[config.mk]
export PLATFORM = sky130hd
export DESIGN_NAME = uart_tx_unit
export DESIGN_NICKNAME = d
export VERILOG_FILES = /design/src/rtl/uart_pkg.sv /design/src/rtl/uart_tx_baud_tick.sv /design/src/rtl/uart_tx_unit.sv
export SDC_FILE = /design/constraint.sdc
export NUM_CORES = 1
export LEC_CHECK = 0
export BUFFER_PORTS_ARGS = -buffer_cell sky130_fd_sc_hd__buf_4
export CAP_MARGIN = 20
export CORE_MARGIN = 1
export CORE_UTILIZATION = 55
export CTS_CLUSTER_DIAMETER = 30
export DETAILED_ROUTE_END_ITERATION = 8
export GPL_ROUTABILITY_DRIVEN = 0
export PLACE_DENSITY = 0.83
export SETUP_SLACK_MARGIN = 0.02
export SYNTH_ARGS = -nofsm -noshare
export SYNTH_HDL_FRONTEND = slang
export SYNTH_SLANG_ARGS = --single-unit
[constraint.sdc]
create_clock -name Clock -period 2.9 [get_ports Clock]
set_input_delay 0.58 -clock Clock [delete_from_list [all_inputs] [get_ports Clock]]
set_output_delay 0.58 -clock Clock [all_outputs]
set_load 0.02 [all_outputs]
[src/rtl/uart_pkg.sv]
// Shared UART definitions: parity and baud-select codes, TX state encoding and divisor math.
// The receiver's error check decodes ParityType with the same PAR_* codes.
package uart_pkg;

    localparam logic [1:0] PAR_NONE = 2'b00;
    localparam logic [1:0] PAR_ODD  = 2'b01;
    localparam logic [1:0] PAR_EVEN = 2'b10;

    localparam logic [1:0] BAUD_2400  = 2'b00;
    localparam logic [1:0] BAUD_4800  = 2'b01;
    localparam logic [1:0] BAUD_9600  = 2'b10;
    localparam logic [1:0] BAUD_19200 = 2'b11;

    // start + 8 data + parity + stop; the parity slot is sent even when parity is off
    localparam int FRAME_BITS = 11;

    typedef enum logic [2:0] {
        IDLE,
        START,
        DATA,
        PARITY,
        STOP
    } tx_state_t;

    // Clocks per bit, rounded to nearest: round(clk_freq / (2400 << sel)).
    function automatic int baud_div(input int clk_freq, input logic [1:0] sel);
        int rate;
        rate = 2400 << sel;
        return (clk_freq + rate / 2) / rate;
    endfunction

    function automatic logic parity_bit(input logic [7:0] data, input logic [1:0] ptype);
        logic p;
        p = 1'b1;
        if (ptype == PAR_ODD) begin
            p = ~^data;
        end else if (ptype == PAR_EVEN) begin
            p = ^data;
        end
        return p;
    endfunction

endpackage

[src/rtl/uart_tx_baud_tick.sv]
// Bit-period timer: BitTick pulses for one clock every DIV clocks while enabled.
// Counter is held at zero when disabled so the first bit after enable is a full period.
module uart_tx_baud_tick
    import uart_pkg::*;
#(
    parameter int CLK_FREQ = 50000000,
    parameter int DIV_W    = 15
) (
    input  logic       Clock,
    input  logic       Reset,
    input  logic       enable,
    input  logic [1:0] baud_sel,
    output logic       BitTick
);

    localparam logic [DIV_W-1:0] DIV_2400  = DIV_W'(baud_div(CLK_FREQ, BAUD_2400));
    localparam logic [DIV_W-1:0] DIV_4800  = DIV_W'(baud_div(CLK_FREQ, BAUD_4800));
    localparam logic [DIV_W-1:0] DIV_9600  = DIV_W'(baud_div(CLK_FREQ, BAUD_9600));
    localparam logic [DIV_W-1:0] DIV_19200 = DIV_W'(baud_div(CLK_FREQ, BAUD_19200));

    logic [DIV_W-1:0] div_last;
    logic [DIV_W-1:0] cnt;

    always_comb begin
        div_last = DIV_2400 - DIV_W'(1);
        case (baud_sel)
            BAUD_2400:  div_last = DIV_2400 - DIV_W'(1);
            BAUD_4800:  div_last = DIV_4800 - DIV_W'(1);
            BAUD_9600:  div_last = DIV_9600 - DIV_W'(1);
            BAUD_19200: div_last = DIV_19200 - DIV_W'(1);
            default: ;
        endcase
    end

    assign BitTick = enable && (cnt == div_last);

    always_ff @(posedge Clock or posedge Reset) begin
        if (Reset) begin
            cnt <= '0;
        end else if (!enable || BitTick) begin
            cnt <= '0;
        end else begin
            cnt <= cnt + DIV_W'(1);
        end
    end

endmodule

[src/rtl/uart_tx_unit.sv]
// UART transmitter: Send/Busy handshake, 11-bit frame (start, 8 data LSB-first, parity, stop).
// Frame starts on the accept edge and lasts 11*DIV clocks; Send while Busy is dropped, not queued.
module uart_tx_unit
    import uart_pkg::*;
#(
    parameter int CLK_FREQ = 50000000,
    parameter int DIV_W    = 15
) (
    input  logic       Clock,
    input  logic       Reset,
    input  logic       Send,
    input  logic [7:0] DataIn,
    input  logic [1:0] ParityType,
    input  logic [1:0] BaudRate,
    output logic       DataTx,
    output logic       Busy,
    output logic       Done
);

    localparam int DATA_BITS = FRAME_BITS - 3;

    tx_state_t  state;
    logic [7:0] shreg;
    logic [2:0] bit_cnt;
    logic       par_bit;
    logic [1:0] baud_sel;
    logic       tick_en;
    logic       bit_tick;

    assign tick_en = (state != IDLE);

    uart_tx_baud_tick #(
        .CLK_FREQ(CLK_FREQ),
        .DIV_W   (DIV_W)
    ) u_baud_tick (
        .Clock   (Clock),
        .Reset   (Reset),
        .enable  (tick_en),
        .baud_sel(baud_sel),
        .BitTick (bit_tick)
    );

    always_ff @(posedge Clock or posedge Reset) begin
        if (Reset) begin
            state    <= IDLE;
            shreg    <= '0;
            bit_cnt  <= '0;
            par_bit  <= 1'b1;
            baud_sel <= BAUD_2400;
            DataTx   <= 1'b1;
            Busy     <= 1'b0;
            Done     <= 1'b0;
        end else begin
            Done <= 1'b0;
            case (state)
                IDLE: begin
                    DataTx <= 1'b1;
                    if (Send) begin
                        // Parity is resolved at accept so later ParityType changes cannot leak in.
                        shreg    <= DataIn;
                        par_bit  <= parity_bit(DataIn, ParityType);
                        baud_sel <= BaudRate;
                        bit_cnt  <= '0;
                        DataTx   <= 1'b0;
                        Busy     <= 1'b1;
                        state    <= START;
                    end
                end
                START: begin
                    if (bit_tick) begin
                        DataTx <= shreg[0];
                        state  <= DATA;
                    end
                end
                DATA: begin
                    if (bit_tick) begin
                        if (bit_cnt == 3'(DATA_BITS - 1)) begin
                            DataTx <= par_bit;
                            state  <= PARITY;
                        end else begin
                            shreg   <= shreg >> 1;
                            DataTx  <= shreg[1];
                            bit_cnt <= bit_cnt + 3'd1;
                        end
                    end
                end
                PARITY: begin
                    if (bit_tick) begin
                        DataTx <= 1'b1;
                        state  <= STOP;
                    end
                end
                STOP: begin
                    if (bit_tick) begin
                        Busy  <= 1'b0;
                        Done  <= 1'b1;
                        state <= IDLE;
                    end
                end
                default: begin
                    DataTx <= 1'b1;
                    Busy   <= 1'b0;
                    state  <= IDLE;
                end
            endcase
        end
    end

endmodule

==> out/results.txt, run 1 <==
Fin Clk Skew: 0.005357 ns
Final setup fails: 0
Total core area: 3390 um2
Post-Synthesis Cell Area: 1977 um2
Leading register cell type out of synthesis: dfrtp_1
Largest net degree at the start of global routing: 36
Max FO, Critical Path: 15
Reg power frac: 61.6%
Routed vias: 1456
Post-synthesis adder-cell area fraction: 4.430%
Worst rel slew slack: 65.41%
Post-CTS sizing: 0
Post-place instance area: 2122 um2
CTS tree: yes
Grt met3 use: 5.383%
GRT Resource Usage Total: 22.38%
Count of cell types in the netlist: 39
Initial antenna violation count: 0
Fillcell total: 287
Post-DP HPWL: 2690 um
Via density: 5.295
Pwr Density: 370.2 nW/um2
Avg Cell Area, Syn: 9.369 um2
# Post-CTS Setup Buffers: 0
Tcrit/Tclk final: 92.70%
Fmax: 0.3720 GHz
RSZ-0062 raised after global routing: no
CTS Buf Count: 5
Die height: 61.95 um
CP Capture Type: register
Clk Latency, worst-skew pair: 0.34 ns
Post-DRT Antenna Nets: 0
P_int: 617.9 uW
Grt total ovfl: 0
Hold crit path type: in2async
Nets: 250
Final WL: 3673 um
N_diodes: 0
Synth area leader: dfrtp_1
CTS Hold Buffers Added: 0
Cells after synthesis: 211
Final Max Tran Viols: 0
EDFF count, synth: 0
Measured slew at the worst slew-check pin: 0.5188 ns
Synth Area in Compound Gates: 11.14%
P&R area growth vs syn: 9.873%
Port bufs: 17
TritonRoute pass-1 iters: 4
Tot Pwr: 804.1 uW
Met1 usage: 31.08%
Multi-input logic area: 1002 um2
Sw Pwr: 186.2 uW
CTS Buffer Depth: 2
Die area: 3838 um2
Row cnt: 21
I/O Pins: 18
Mux contribution to synthesized area: 1.582%
Final TNS setup: 0 ns
Final hold vios: 0
Fin crit period: 2.688 ns
Post-route cell area: 2172 um2
Die Wd: 61.95 um
Cell with the most instances after synthesis: dfrtp_1
Combinational Power Share: 7.3%
Root buffer cell: clkbuf_4
Asr flop ratio synth: 100.0%
Synth warn: 0
Wire length per cell: 13.36 um
Synth top area cells: dfrtp_1 42%, nor2_1 5.9%, xnor2_1 5.3%
Register Area: 878.3 um2
Worst EP required: 3.11 ns
Iter 0 DRT Violations: 64
Max Cap Violations: 0
Clock sink total: 35
Yosys top cell area share: 41.77%
Kind of critical path: reg2reg
Outcome: finished clean
Register area share after synthesis: 44.43%
Peak supply drop: 0.0003378 V
Starting Density: 58.32%
H-tree levels: 2
Worst-path clk slew: 0.10 ns
Arrival @ worst endpoint: 2.90 ns
Pleak: 0.9924 nW
Post-synthesis simple-gate area fraction: 22.91%
Synthesized flop and latch total: 35
M2 GR Usage: 33.28%
GRT busiest layer: met2
Synthesized Nets: 233
Vias in the first global route: 1353
Sw Ratio: 23.16%
Clk pwr share: 31.1%
XOR/XNOR share of the synthesized area: 10.63%
Type of origin of the critical path: register
First-pass GRT wire length: 6051 um
Share of layout cells above drive strength 1: 13.54%
Top post-synthesis cells by count: 33 x dfrtp_1, 31 x nor2_1, 13 x inv_1
Largest family of logic cells by synthesized area: simple AND/OR/NAND/NOR gates
DRC: 0
sequential cells by signal, summed over array words and instances (netlist names):
register,cells
u_baud_tick.cnt,15
baud_sel,2
state,3
Busy,1
bit_cnt,3
shreg,8
Done,1
par_bit,1
DataTx,1
cell type report:
| cell class | count | area share [%] |
|---|---|---|
| clock inverters | 1 | 0.2304 |
| multi-input cells | 155 | 46.14 |
| clock buffers | 7 | 2.074 |
| inverters | 13 | 2.247 |
| well taps | 46 | 2.650 |
| repair buffers | 18 | 6.221 |
| flip-flops and latches | 35 | 40.44 |
routing by layer:
metal / wire length [um] / vias to the layer above
met4: 54 / 0
met3: 119 / 6
met1: 1786 / 670
li1: - / 755
met2: 1713 / 25
met5: 0 / -
power groups by stage:
stage / Combinational (mW) / Clock, mW / Sequential, mW
2_1_floorplan: 0.0353 / 0 / 0.504
3_3_place_gp: 0.0583 / 0 / 0.505
3_5_place_dp: 0.0594 / 0 / 0.505
4_1_cts: 0.0594 / 0.262 / 0.496
5_1_grt: 0.0676 / 0.275 / 0.496
6_report: 0.0584 / 0.250 / 0.496
metrics by stage:
stage / setup slack [ns] / hold slack [ns] / cells / utilization [%]
floorplan: 0.6665 / 0.4569 / 211 / -
global placement: 0.4378 / 0.4700 / 267 / 62.61
detailed placement: 0.2596 / 0.4899 / 267 / 62.61
CTS: 0.2061 / 0.3246 / 275 / 64.08
global route: 0.03483 / 0.3471 / 275 / 64.08
finish: 0.2118 / 0.3144 / 275 / 64.08
kinds of logic (layout without fill, tap and decap cells):
family,Yosys count,count (layout)
XOR/XNOR,24,24
multiplexers,3,3
AO/OA/AOI/OAI,32,32
AND/OR/NAND/NOR,89,89
flip-flops,35,35
adder cells (fa/ha/maj),7,7
buffers and inverters,21,39
path summary, 6_finish.rpt:
kind                                              start  cells after the start  slack [ns]                      endpoint
worst min-delay path                              Reset                      3        0.31        bit_cnt[1]$_DFFE_PP0P_
worst max-delay path            baud_sel[0]$_DFFE_PP0P_                      8        0.21  u_baud_tick.cnt[6]$_DFF_PP0_
max in group asynchronous                         Reset                      3        2.23            DataTx$_DFFE_PP1P_
min in group Clock                          BaudRate[1]                      3        0.44       baud_sel[1]$_DFFE_PP0P_
worst max register to register  baud_sel[0]$_DFFE_PP0P_                      8        0.21  u_baud_tick.cnt[6]$_DFF_PP0_
worst min register to register      par_bit$_DFFE_PP1P_                      2        0.50           par_bit$_DFFE_PP1P_
worst max-delay path, stage by stage, from the launching register on:
cell,delay [ns]
dfrtp_1,0.45
inv_1,0.11
ha_1,0.23
or3_1,0.37
a22oi_1,0.21
o211ai_1,0.24
nor3_2,0.34
or2_1,0.48
nor2_1,0.12
layout by cell type (no fill, tap or decap), drive strengths merged:
| cell type | netlist | routed |
|---|---|---|
| a22o | 3 | 3 |
| xnor2 | 12 | 12 |
| nor3 | 11 | 11 |
| o21ai | 10 | 10 |
| a21boi | 1 | 1 |
| mux2 | 1 | 1 |
| nand2 | 12 | 12 |
| ha | 7 | 7 |
| dfrtp | 33 | 33 |
| nand3b | 2 | 2 |
| nand3 | 10 | 10 |
| xor2 | 12 | 12 |
| inv | 13 | 13 |
| clkbuf | 4 | 7 |
| or3 | 6 | 6 |
| and2 | 2 | 2 |
| nor2 | 31 | 31 |
| a21oi | 2 | 2 |
| or4 | 1 | 1 |
| dfstp | 2 | 2 |
| nand2b | 3 | 3 |
| buf | 4 | 18 |
| a31oi | 3 | 3 |
| nand4 | 2 | 2 |
| mux2i | 2 | 2 |
| a21o | 1 | 1 |
| and3 | 3 | 3 |
| o211ai | 1 | 1 |
| or2 | 1 | 1 |
| and4 | 1 | 1 |
| nor2b | 1 | 1 |
| a211oi | 7 | 7 |
| a22oi | 2 | 2 |
| o211a | 2 | 2 |
| nor4 | 3 | 3 |
| clkinv | 0 | 1 |
No activity file was read; power rests on OpenSTA's default activity.
==> inputs of run 2 (changes only) <==
CORE_ASPECT_RATIO = 1.4   (was unset)
CTS_BUF_LIST = sky130_fd_sc_hd__clkbuf_4   (was unset)
==> out/results.txt, run 2 (synthesis gave the netlist of run 1 again) <==
Outcome: finished clean
Final Max Tran Viols: 0 (unchanged)
CTS tree: yes
P&R area growth vs syn: 11.20%
Final hold vios: 0 (unchanged)
Largest net degree at the start of global routing: 19 (-47%)
TritonRoute pass-1 iters: 4 (unchanged)
CTS Buf Count: 5 (unchanged)
Clk Latency, worst-skew pair: 0.36 ns (+0.02 ns)
Vias in the first global route: 1568 (+16%)
Fin Clk Skew: 0.02537 ns (+0.02001 ns)
Max Cap Violations: 0 (unchanged)
Peak supply drop: 0.0004068 V (+20%)
N_diodes: 0 (unchanged)
Largest Register: u_baud_tick.cnt
Highest routed layer: met4
Final TNS setup: 0 ns (unchanged)
Fillcell total: 290 (+1.0%)
Pwr Density: 409.3 nW/um2 (+11%)
Biggest regs: u_baud_tick.cnt: 15 flops, shreg: 8 flops
Wire length per cell: 14.30 um (+7.1%)
DRC: 0 (unchanged)
Pleak: 1.011 nW (+1.9%)
Type of origin of the critical path: register
First-pass GRT wire length: 6679 um (+10%)
Fmax: 0.3849 GHz (+3.5%)
CTS Buffer Depth: 2 (unchanged)
Row cnt: 25 (+19%)
I/O Pins: 18 (unchanged)
CTS Hold Buffers Added: 0 (unchanged)
GRT Resource Usage Total: 24.20% (+1.8 points)
Arrival @ worst endpoint: 2.89 ns (about the same)
Share of layout cells above drive strength 1: 14.35% (+0.81 points)
CP Capture Type: register
Met1 wire length: 1639 um (-8.2%)
Die area: 3841 um2 (about the same)
Register Area: 878.3 um2 (unchanged)
Worst hold slack: 0.3057 ns (-0.008688 ns)
Multi-input logic area: 1002 um2 (unchanged)
Commonest non-fill, non-tap cells in the layout: 33 x dfrtp_1, 31 x nor2_1, 19 x buf_4
Worst rel slew slack: 54.74% (-11 points)
Routed vias: 1515 (+4.1%)
Measured slew at the worst slew-check pin: 0.6781 ns (+0.1593 ns)
Worst setup path start: baud_sel[0]$_DFFE_PP0P_
Post-CTS sizing: 0 (unchanged)
H-tree levels: 2 (unchanged)
Post-DRT Antenna Nets: 0 (unchanged)
Reg2reg start: baud_sel[0]$_DFFE_PP0P_
Met3 wire length: 132 um (+11%)
Nets: 251 (+0.40%)
Starting Density: 57.98% (-0.34 points)
Fin crit period: 2.598 ns (-0.09040 ns)
Grt total ovfl: 0 (unchanged)
Die height: 72.94 um (+18%)
Max FO, Critical Path: 10 (-5)
Final WL: 3862 um (+5.1%)
Core Util, Final: 64.48% (+0.39 points)
Max FFs per register: 15 (unchanged)
# Post-CTS Setup Buffers: 0 (unchanged)
Met2 wire len: 1986 um (+16%)
Worst-path clk slew: 0.12 ns (+0.02 ns)
Clock sink total: 35 (unchanged)
RSZ-0062 raised after global routing: no
Initial antenna violation count: 0 (unchanged)
Most common cell after layout, fill and taps aside: dfrtp_1
Die Wd: 52.67 um (-15%)
Hold crit path type: in2async
Via density: 5.611 (+6.0%)
Total core area: 3410 um2 (+0.59%)
Post-DP HPWL: 2914 um (+8.3%)
Iter 0 DRT Violations: 28 (-56%)
Final setup fails: 0 (unchanged)
Kind of critical path: reg2reg
Tcrit/Tclk final: 89.58% (-3.1 points)
Port bufs: 17 (unchanged)
Worst EP required: 3.19 ns (+0.08 ns)
FF-to-FF setup slack: 0.30 ns (+0.09 ns)
Root buffer cell: clkbuf_4
-- run 2: changes by cell type in the layout (fill, tap and decap cells not counted), sizes merged --
cell	change
buf	+1
clkbuf	-2
bufinv	+1
clkinv	+1
-- run 2: worst max-delay path, cell delays in order (launching register included) --
cell      delay [ns]
dfrtp_1         0.47
inv_1           0.10
ha_1            0.22
or3_1           0.38
a22oi_1         0.20
o211ai_1        0.23
nor3_2          0.30
and3_1          0.42
mux2_2          0.22
-- run 2: per-layer routing --
metal	vias up	global-route usage, %
li1	758	-
met1	722	28.55
met2	25	40.23
met3	10	5.208
met4	0	12.87
met5	-	0
-- run 2: path summary, 6_finish.rpt --
check | cells after the start | endpoint
max in group asynchronous | 3 | par_bit$_DFFE_PP1P_
setup / recovery | 8 | bit_cnt[0]$_DFFE_PP0P_
min in group Clock | 3 | baud_sel[1]$_DFFE_PP0P_
hold reg to reg | 2 | par_bit$_DFFE_PP1P_
hold / removal | 2 | baud_sel[0]$_DFFE_PP0P_
setup reg to reg | 8 | bit_cnt[0]$_DFFE_PP0P_
-- run 2: metrics by stage --
stage | power (mW) | area (um2) | std cells | setup slack [ns]
finish | 0.8998 | 2198 | 270 | 0.3022
global placement | 0.5644 | 2122 | 262 | 0.4420
detailed placement | 0.5663 | 2122 | 262 | 0.3412
floorplan | 0.5397 | 1977 | 211 | 0.6665
CTS | 0.9098 | 2198 | 270 | 0.2948
global route | 0.9356 | 2198 | 270 | 0.09563
-- run 2: cell type report --
type,instances,area share [%]
clock inverters,3,1.764
flip-flops and latches,35,39.95
repair buffers,19,6.488
clock buffers,5,1.707
multi-input cells,155,45.59
inverters,13,2.220
well taps,40,2.277
-- run 2: where the power goes --
group	total (mW)	switching, mW	internal (mW)	leakage, nW
clock	0.344	0.167	0.177	0.0426
combinational	0.0596	0.0288	0.0307	0.538
sequential	0.496	0.00295	0.493	0.430
==> inputs of run 3 (changes only) <==
clock period = 2.7 ns   (was 2.9 ns; I/O delays follow)
==> out/results.txt, run 3 (synthesis gave the netlist of run 1 again) <==
Outcome: finished clean
Final Max Tran Viols: 0 (unchanged)
# Post-CTS Setup Buffers: 0 (unchanged)
P&R area growth vs syn: 10.06%
Largest net degree at the start of global routing: 36 (+17)
Iter 0 DRT Violations: 34 (+21%)
Final hold vios: 0 (unchanged)
Most common cell after layout, fill and taps aside: dfrtp_1
Wire length per cell: 13.89 um (-2.9%)
Fillcell total: 294 (+1.4%)
Tcrit/Tclk final: 92.44% (+2.9 points)
I/O Pins: 18 (unchanged)
Clock sink total: 35 (unchanged)
Pwr Density: 400.5 nW/um2 (-2.1%)
Max FO, Critical Path: 7 (-3)
Largest Register: u_baud_tick.cnt
Routed vias: 1513 (-0.13%)
Grt total ovfl: 0 (unchanged)
Clk Latency, worst-skew pair: 0.35 ns (about the same)
Hold crit path type: in2async
Slowest CP cell: nor4_4
DRC: 0 (unchanged)
Total core area: 3410 um2 (unchanged)
Fmax: 0.4007 GHz (+4.1%)
Post-DRT Antenna Nets: 0 (unchanged)
TritonRoute pass-1 iters: 4 (unchanged)
Arrival @ worst endpoint: 2.76 ns (-0.13 ns)
Biggest regs: u_baud_tick.cnt: 15 flops, shreg: 8 flops
Commonest non-fill, non-tap cells in the layout: 33 x dfrtp_1, 31 x nor2_1, 19 x buf_4
Die Wd: 52.67 um (unchanged)
N_diodes: 0 (unchanged)
Kind of critical path: reg2reg
CTS tree: yes
Max FFs per register: 15 (unchanged)
Final TNS setup: 0 ns (unchanged)
Row cnt: 25 (unchanged)
Worst-path clk slew: 0.11 ns (about the same)
Vias in the first global route: 1464 (-6.6%)
Worst rel slew slack: 67.94% (+13 points)
Max Cap Violations: 0 (unchanged)
RSZ-0062 raised after global routing: no
Die height: 72.94 um (unchanged)
Worst EP required: 2.96 ns (-0.23 ns)
Cell Chain, Critical Path: inv_1, ha_1, or3_1, a22oi_1, o211ai_1, nor4_4, nor3_1, a211oi_1
H-tree levels: 2 (unchanged)
Via density: 5.604 (-0.13%)
Post-DP HPWL: 2739 um (-6.0%)
Share of layout cells above drive strength 1: 15.22% (+0.87 points)
First-pass GRT wire length: 6354 um (-4.9%)
CP Capture Type: register
Root buffer cell: clkbuf_4
Fin Clk Skew: 0.01228 ns (-0.01309 ns)
Port bufs: 17 (unchanged)
CTS Hold Buffers Added: 0 (unchanged)
Bufs and invs on worst path: 1 (unchanged)
Final WL: 3751 um (-2.9%)
Peak supply drop: 0.0003546 V (-13%)
Cell family with most CP delay: simple AND/OR/NAND/NOR gates
Worst hold slack: 0.2687 ns (-0.03705 ns)
Type of origin of the critical path: register
Post-CTS sizing: 0 (unchanged)
CTS Buffer Depth: 2 (unchanged)
Fin crit period: 2.496 ns (-0.1018 ns)
Largest stage delay, worst path: 0.53 ns (+0.06 ns)
Measured slew at the worst slew-check pin: 0.4788 ns (-0.1994 ns)
Initial antenna violation count: 0 (unchanged)
Nets: 251 (unchanged)
Pleak: 1.003 nW (-0.83%)
Final setup fails: 0 (unchanged)
GRT Resource Usage Total: 23.17% (-1.0 points)
CTS Buf Count: 5 (unchanged)
Die area: 3841 um2 (unchanged)
Starting Density: 57.98% (unchanged)
==> run 3: cell count changes in the layout (fill, tap and decap cells not counted) <==
cell	delta
and3_1	-1
clkinv_1	-1
and3_2	+1
clkinv_2	+2
bufinv_16	-1
==> run 3: layer usage <==
metal  part of all wire [%]  global-route usage, %  routed length [um]
met1                     40                  26.91                1518
met2                     51                  36.71                1916
met3                    5.4                  6.250                 204
met4                    3.0                  15.20                 112
met5                      0                      0                   0
==> run 3: per-stage QoR <==
| step | setup WS, ns | instances | total power, mW | utilization (%) | cell area [um2] |
|---|---|---|---|---|---|
| 3_5_place_dp | 0.1455 | 262 | 0.6076 | 62.24 | 2122 |
| 2_1_floorplan | 0.4665 | 211 | 0.5797 | - | 1977 |
| 4_1_cts | 0.1287 | 270 | 0.8859 | 63.78 | 2175 |
| 5_1_grt | 0.02568 | 270 | 0.9099 | 63.82 | 2176 |
| 6_report | 0.2041 | 270 | 0.8715 | 63.82 | 2176 |
| 3_3_place_gp | 0.2496 | 262 | 0.6062 | 62.24 | 2122 |
==> run 3: area by class of cell <==
cell class              instances  area (um2)  share of cell area, %
flip-flops and latches         35       878.3                  40.37
clock inverters                 3       15.01                 0.6901
inverters                      13       48.80                  2.243
well taps                      40       50.05                  2.300
repair buffers                 19       142.6                  6.555
clock buffers                   5       37.54                  1.725
multi-input cells             155        1003                  46.12
==> run 3: final timing paths <==
| check | slack, ns | to | depth (start not counted) | startpoint |
|---|---|---|---|---|
| min | 0.27 | u_baud_tick.cnt[14]$_DFF_PP0_ | 3 | Reset |
| max | 0.20 | shreg[2]$_DFFE_PP0P_ | 8 | baud_sel[0]$_DFFE_PP0P_ |
| max in group asynchronous | 2.10 | DataTx$_DFFE_PP1P_ | 3 | Reset |
| max reg2reg | 0.20 | shreg[2]$_DFFE_PP0P_ | 8 | baud_sel[0]$_DFFE_PP0P_ |
| min in group Clock | 0.40 | baud_sel[1]$_DFFE_PP0P_ | 3 | BaudRate[1] |
| min reg2reg | 0.49 | par_bit$_DFFE_PP1P_ | 2 | par_bit$_DFFE_PP1P_ |
==> run 3: worst min-delay path, stage by stage <==
cell	delay [ns]
buf_4	0.11
inv_1	0.04
buf_4	0.37
==> run 3: where the power goes <==
part | switching [mW] | internal (mW) | leakage [nW] | total (mW)
clock network | 0.179 | 0.0967 | 0.0347 | 0.276
registers | 0.00314 | 0.529 | 0.430 | 0.532
logic | 0.0304 | 0.0331 | 0.538 | 0.0634
total | 0.212 | 0.659 | 1.00 | 0.871
